## src/rtl/imm_dec_stage.sv

```systemverilog
// Decode stage: immediate-select classification, RV64 immediate extension, 2-entry skid buffer.
// Optional perf counters (perf_issued, perf_stall) are enabled by defining IMM_DEC_STAGE_PERF_EN.
module imm_dec_stage #(
    parameter int PC_W  = 64,
    parameter int CNT_W = 32
) (
    input  logic            clk,
    input  logic            rst_n,
    input  logic            flush,
    input  logic            in_valid,
    output logic            in_ready,
    input  logic [31:0]     in_inst,
    input  logic [PC_W-1:0] in_pc,
    output logic            out_valid,
    input  logic            out_ready,
    output logic [31:0]     out_inst,
    output logic [PC_W-1:0] out_pc,
    output logic [63:0]     out_imm,
    output logic [3:0]      out_sel,
    output logic            out_illegal
`ifdef IMM_DEC_STAGE_PERF_EN
    ,
    output logic [CNT_W-1:0] perf_issued,
    output logic [CNT_W-1:0] perf_stall
`endif
);

    typedef enum logic [3:0] {
        SEL_NONE  = 4'd0,
        SEL_I     = 4'd1,
        SEL_S     = 4'd2,
        SEL_B     = 4'd3,
        SEL_J     = 4'd4,
        SEL_U     = 4'd5,
        SEL_SHAMT = 4'd6
    } sel_e;

    typedef struct packed {
        logic [31:0]     inst;
        logic [PC_W-1:0] pc;
        logic [63:0]     imm;
        sel_e            sel;
        logic            illegal;
    } entry_t;

    logic [6:0]  opcode;
    logic [2:0]  funct3;
    logic        is_shift;
    sel_e        dec_sel;
    logic        dec_illegal;
    logic [63:0] dec_imm;

    logic [11:0] imm_i;
    logic [11:0] imm_s;
    logic [11:0] imm_b;
    logic [19:0] imm_j;
    logic [19:0] imm_u;

    entry_t main_q;
    entry_t skid_q;
    entry_t new_entry;
    logic   main_valid;
    logic   skid_valid;
    logic   accept;
    logic   fire;

    assign opcode   = in_inst[6:0];
    assign funct3   = in_inst[14:12];
    assign is_shift = (funct3 == 3'b001) || (funct3 == 3'b101);

    // NOTE: defaults are assigned first so every path through the case drives both outputs (no latch).
    always_comb begin
        dec_sel     = SEL_NONE;
        dec_illegal = 1'b0;
        unique case (opcode)
            7'b0000011, 7'b1100111, 7'b1110011: dec_sel = SEL_I;
            7'b0010011: dec_sel = is_shift ? SEL_SHAMT : SEL_I;
            7'b0011011: begin
                dec_sel     = is_shift ? SEL_SHAMT : SEL_I;
                dec_illegal = is_shift & in_inst[25];
            end
            7'b0100011:             dec_sel = SEL_S;
            7'b1100011:             dec_sel = SEL_B;
            7'b1101111:             dec_sel = SEL_J;
            7'b0110111, 7'b0010111: dec_sel = SEL_U;
            7'b0110011, 7'b0111011: dec_sel = SEL_NONE;
            default:                dec_illegal = 1'b1;
        endcase
    end

    assign imm_i = in_inst[31:20];
    assign imm_s = {in_inst[31:25], in_inst[11:7]};
    assign imm_b = {in_inst[31], in_inst[7], in_inst[30:25], in_inst[11:8]};
    assign imm_j = {in_inst[31], in_inst[19:12], in_inst[20], in_inst[30:21]};
    assign imm_u = in_inst[31:12];

    always_comb begin
        dec_imm = 64'd0;
        unique case (dec_sel)
            SEL_I:     dec_imm = {{52{imm_i[11]}}, imm_i};
            SEL_S:     dec_imm = {{52{imm_s[11]}}, imm_s};
            SEL_B:     dec_imm = {{51{imm_b[11]}}, imm_b, 1'b0};
            SEL_J:     dec_imm = {{43{imm_j[19]}}, imm_j, 1'b0};
            SEL_U:     dec_imm = {{32{imm_u[19]}}, imm_u, 12'd0};
            SEL_SHAMT: dec_imm = {58'd0, in_inst[25:20]};
            default:   dec_imm = 64'd0;
        endcase
    end

    assign new_entry = '{inst: in_inst, pc: in_pc, imm: dec_imm, sel: dec_sel, illegal: dec_illegal};

    // in_ready depends only on registered state, so accept never implies a full skid entry.
    assign in_ready = !skid_valid;
    assign accept   = in_valid & in_ready;
    assign fire     = main_valid & out_ready;

    // NOTE: payload registers are reset as well so out_* read zero after reset instead of stale data.
    always_ff @(posedge clk or negedge rst_n) begin
        if (!rst_n) begin
            main_valid <= 1'b0;
            skid_valid <= 1'b0;
            main_q     <= '0;
            skid_q     <= '0;
        end else if (flush) begin
            main_valid <= 1'b0;
            skid_valid <= 1'b0;
        end else if (!main_valid || fire) begin
            // NOTE: non-blocking assignments so each register samples pre-edge values.
            if (skid_valid) begin
                main_q     <= skid_q;
                main_valid <= 1'b1;
                skid_valid <= 1'b0;
            end else begin
                main_valid <= accept;
                if (accept) main_q <= new_entry;
            end
        end else if (accept) begin
            skid_q     <= new_entry;
            skid_valid <= 1'b1;
        end
    end

    assign out_valid   = main_valid;
    assign out_inst    = main_q.inst;
    assign out_pc      = main_q.pc;
    assign out_imm     = main_q.imm;
    assign out_sel     = main_q.sel;
    assign out_illegal = main_q.illegal;

`ifdef IMM_DEC_STAGE_PERF_EN
    // Counters survive flush; only reset clears them, and they wrap naturally.
    always_ff @(posedge clk or negedge rst_n) begin
        if (!rst_n) begin
            perf_issued <= '0;
            perf_stall  <= '0;
        end else begin
            if (fire) perf_issued <= perf_issued + 1'b1;
            if (main_valid && !out_ready) perf_stall <= perf_stall + 1'b1;
        end
    end
`else
    if (CNT_W < 1) begin : g_bad_cnt_w
        $error("CNT_W must be at least 1");
    end
`endif

endmodule

```

## config.mk

```make
export PLATFORM = sky130hd
export DESIGN_NAME = imm_dec_stage
export DESIGN_NICKNAME = d
export VERILOG_FILES = /design/src/rtl/imm_dec_stage.sv
export SDC_FILE = /design/constraint.sdc
export NUM_CORES = 1
export LEC_CHECK = 0
export BUFFER_PORTS_ARGS = -buffer_cell sky130_fd_sc_hd__buf_4
export CORE_AREA = 2 2 200 202
export CTS_CLUSTER_DIAMETER = 40
export DETAILED_ROUTE_END_ITERATION = 7
export DIE_AREA = 0 0 202 204
export GPL_TIMING_DRIVEN = 0
export PLACE_DENSITY_LB_ADDON = 0.05
export SYNTH_ARGS = -nofsm -noshare
export SYNTH_HDL_FRONTEND = slang
export SYNTH_SLANG_ARGS = --single-unit
```

## constraint.sdc

```tcl
create_clock -name clk -period 1.98 [get_ports clk]
set_input_delay 0 -clock clk [delete_from_list [all_inputs] [get_ports clk]]
set_output_delay 0 -clock clk [all_outputs]
set_load 0.01 [all_outputs]
```

# Yosys cells after proc, flatten, opt, wreduce, memory -nomap -nowiden
# Cells that the tools add are included.
# W data, S select, Z words.
[totals]
word_cells = 62
output_inout_bits = 167
register_bits = 332
[classes]
n_mux = 12
reduce_logical = 13
eq_ne = 20
bitwise_logic = 5
[op_table]
columns = ["operator", "n"]
rows = [
  ["$pmux W64 S6", 1],
  ["$mux W165", 2],
  ["$eq A7 B6 Y1 const B", 4],
  ["$eq A7 B7 Y1 const B", 4],
  ["$eq A7 B5 Y1 const B", 3],
  ["$pmux W3 S6", 1],
  ["$eq A4 B3 Y1 const B", 3],
  ["$reduce_or A11 Y1", 1],
  ["$eq A4 B2 Y1 const B", 2],
  ["$eq A7 B2 Y1 const B", 1],
  ["$mux W1", 6],
  ["$reduce_and A3 Y1", 2],
  ["$eq A4 B1 Y1 const B", 1],
  ["$reduce_bool A2 Y1", 2],
  ["$reduce_or A2 Y1", 2],
  ["$and A1 B1 Y1", 3],
  ["$eq A3 B1 Y1 const B", 1],
  ["$eq A3 B3 Y1 const B", 1],
  ["$mux W3", 1],
  ["$reduce_bool A3 Y1", 1],
  ["$reduce_or A3 Y1", 1],
  ["$logic_not A1 Y1", 2],
  ["$logic_or A1 B1 Y1", 2],
  ["$not A1 Y1", 2],
  ["$pmux W1 S2", 1],
]

# Logic depth before layout (Yosys ltp)
[logic_depth]
word_depth = 8
depth_mapped = 9
depth_no_buf = 6

# Worst setup path after synthesis
# Ideal clock, no wire load.
[synth_timing]
path_kind = "in2reg"
startpoint = "input port in_inst[4]"
endpoint = "register skid_q[26] in the netlist's numbering"
stages = 8
setup_slack_ps = -66
setup_time_ps = 77
t_arrival_ps = 1968
n_path_buf = 2
path_cell_list = "buf_4 or3_2 a2111o_1 and3_4 o31ai_4 a21oi_2 buf_6 a21oi_1"
[synth_via]
elab_chain_cells = 5
word_cells_on_any_way = 21
[synth_lines]
columns = ["item", "line_no", "source"]
rows = [
  ["from (decl)", "12", "input logic [31:0] in_inst,"],
  ["$eq A7 B2 Y1 (tied with other cells)", "75", "unique case (opcode)"],
  ["$reduce_or A3 Y1 / $reduce_or A2 Y1 (equally long branches)", "n/a", ""],
  ["$pmux W3 S6 (*)", "75", ""],
  ["$eq A4 B3 Y1 (tied with other cells)", "99", "unique case (dec_sel)"],
  ["$pmux W64 S6 (*)", "99", ""],
  ["to (signal assigned)", "138", "skid_q <= new_entry;"],
  ["to (decl)", "60", "entry_t skid_q;"],
]
# Every way passes the cells marked *; elsewhere a longest branch is shown, timed or not.
# A chain may end at the register's enable or synchronous reset.

# Final worst setup path
[layout_timing]
startpoint = "register skid_valid"
endpoint = "output port in_ready"
[layout_via]
elab_chain_cells = 1
[layout_lines]
columns = ["item", "line_no", "source"]
rows = [
  ["from (decl)", "63", "logic skid_valid;"],
  ["from (signal assigned)", "121", "skid_valid <= 1'b0;"],
  ["from (signal assigned)", "126", "skid_valid <= 1'b0;"],
  ["from (signal assigned)", "132", "skid_valid <= 1'b0;"],
  ["$logic_not A1 Y1", "113", "assign in_ready = !skid_valid;"],
  ["to (decl)", "11", "output logic in_ready,"],
]
# Every way passes these cells.

==> reports/qor.yml <==
clock_tree:
  htreeDepth: 2
  cts.sinks: 266
  cts-root-buf: "clkbuf_16"
  clk_latency_ns: 0.59
  numCtsBuffers: 53
  clk_pin_slew_ns: 0.05
  cts_tree: "done"
  clockBufferDepth: 3
critical_path:
  cp.required_ns: 1.98
  arrival_ns: 1.88
  rr_startpoint: "skid_valid$_DFFE_PN0P_"
  crit_path_end_kind: "output pin"
  path_max_fanout: 10
  worstSetupPathType: "flop to output pin"
  startpoint: "skid_valid$_DFFE_PN0P_"
  start_kind: "flop"
  r2r_slack_ns: 0.12
hold_path:
  hold_path_startpoint: "in_inst[3]"
  min_path_type: "primary input to flop"
route:
  drt-pass1-iter-count: 5
  ant_nets: 0
  wl_per_cell_um: 17.9
  drcViolationCount: 0
  vias: 10200
  drt_iter0_markers: 432
  totalWireLength_um: 40100
  viasPerCell: 4.56
floorplanning:
  num_rows: 73
  io_pins: 268
  dieHeight_um: 204
  initial_core_util: 0.297
  coreArea_sq_um: 39200
  die_area_sq_um: 41200
  die_w_um: 202
power:
  irDropWorstVdd_v: 0.000590
  leakagePower_nw: 8.37
  clkPwrFrac: 0.484
  switching_share: 0.268
  internal-power_mw: 13.9
  p_comb_frac: 0.148
  p_sw_mw: 5.08
  powerDensity_nw_per_um2: 1090
  seq_power_share: 0.367
global_route:
  grt_usage: 0.195
  grt_pass1_vias: 10400
  grt_busiest_layer: "met2"
  antenna_found_initial: 0
  grt_max_degree: 80
  gr-usage-met3: 0.0320
  grt.met1_usage: 0.258
  use_met2: 0.323
  grt_pass1_wl_um: 61700
  grt.overflow.total: 0
cells_and_area:
  multi_input_area_sq_um: 4430
  drive_above_1_share: 0.278
  fillCellCount: 3862
  nets: 1771
  synthToLayoutAreaGrowth_pct: 50.2
  regArea_sq_um: 6660
  diodes: 0
synth:
  synth_largest_area_cell: "dfrtp_1"
  synth_top_area_frac: 0.572
  synth-seq-cells: 266
  yosysMostFrequentCell: "nand2_1"
  synthTopCellsByArea: "dfrtp_1, nand2_1, mux2i_1, o21ai_0, a21oi_1"
  synthArstFlopShare: 1.00
  syn_area_per_cell_sq_um: 9.40
  ys_types: 47
  synth_nets: 1339
  synthFlopType: "dfrtp_1"
  synth_edf_count: 0
  synth_area_sq_um: 11600
  synth_cells: 1238
  ys_seq_area_frac: 0.572
  synth.top_cells.by_count: "nand2_1, dfrtp_1, o21ai_0, mux2i_1, clkbuf_1"
  yosysWarnings: 0
timing:
  worst_slew_pin_slew_ns: 0.607
  report.final.slew_viol_count: 0
  setup_violations: 0
  period_share: 0.952
  rsz0062_at_grt: "no"
  min_period_ns: 1.88
  skew_ns: 0.0341
  hold_viol: 0
  whs_ns: 0.0493
  slew_headroom: 0.595
  fmaxAchievable_mhz: 531
  layout_setup_ws_ns: 0.0954
flow_run:
  cap_violations: 0
status:
  status: "complete, no violations"
placed_design:
  gp_congestion: 0.798
  dp_slack_ns: -1.27
  port_buffers: 264
  post-dp-hpwl_um: 27800
[flip-flops by register name, indices dropped and copies added, names as in the netlist]
register     flops
out_sel          3
out_imm         32
skid_q         132
out_illegal      1
out_pc          64
skid_valid       1
out_valid        1
out_inst        32
[worst max-delay path: stages (launching register included)]
cell and delay (ns):
dfrtp_1 0.44, inv_1 0.32, buf_2 0.35, buf_4 0.18
[final cells by class]
type,count,share of cell area
Tap cell,525,0.0376
Buffer,112,0.0395
Timing Repair Buffer,379,0.182
Clock buffer,69,0.0851
Multi-Input combinational cell,854,0.253
Inverter,4,0.000859
Clock inverter,30,0.0206
Sequential cell,266,0.381
[power groups by stage]
stage,Clock (mW),Combinational [mW],Sequential (mW)
after global placement,0,2.61,7.02
after detailed placement,0,2.66,7.05
after global routing,9.67,3.16,7.09
final,9.19,2.82,6.97
after floorplan,0,1.07,7.12
after CTS,9.41,2.86,6.97
[metrics by stage]
stage	util	area (sq um)	cells	power, mW	TNS [ns]
final	0.446	17500	2239	19.0	0
after global routing	0.446	17500	2239	19.9	0
after CTS	0.444	17400	2234	19.2	0
after detailed placement	0.367	14400	2030	9.71	-200.08
after global placement	0.364	14300	2027	9.64	-648.13
after floorplan	-	11600	1238	8.19	0
[placed cells by master (no fill, tap or decap), drive strengths merged, types with 7 or more instances in the layout]
cell	instances
clkbuf	129
nand3	7
nand2	425
dfrtp	266
inv	8
mux2i	96
and3	10
clkinv	14
dlygate4sd3	107
a31oi	12
nor2	38
buf	324
a21oi	57
o21ai	147
or3	20
[kinds of logic after synthesis]
logic type / after synthesis / share of synthesized area
buffers and inverters: 118 / 0.0509
other: 1 / 0.000322
adder cells (fa/ha/maj): 1 / 0.000860
flip-flops: 266 / 0.572
XOR/XNOR: 1 / 0.000753
AND/OR/NAND/NOR: 522 / 0.182
AO/OA/AOI/OAI: 231 / 0.108
multiplexers: 98 / 0.0845
[final timing paths]
check                                          end  cells past startpoint
setup / recovery                          in_ready                      3
hold / removal               skid_q[1]$_DFFE_PN0P_                      4
setup reg to reg           out_inst[5]$_DFFE_PN0P_                      5
hold reg to reg             skid_q[73]$_DFFE_PN0P_                      2
max in group asynchronous   out_imm[7]$_DFFE_PN0P_                      5
min in group asynchronous    out_pc[5]$_DFFE_PN0P_                      3
[routing by layer]
| layer | share of wire | wire (um) | up-vias |
|---|---|---|---|
| met3 | 0.041 | 1650 | 55 |
| met5 | 0 | 0 | - |
| met4 | 0.022 | 892 | 0 |
| met1 | 0.46 | 18400 | 4928 |
| li1 | - | - | 4982 |
| met2 | 0.48 | 19200 | 239 |
[what timing repair did]
action,4_1_cts,5_1_grt
hold buffers,107,0
pin swaps,0,2
buffers inserted,0,5
endpoints found under the setup margin,288,185
endpoints found under the hold margin,444,0
gates resized for setup,64,44
No activity file was read; power rests on OpenSTA's default activity.
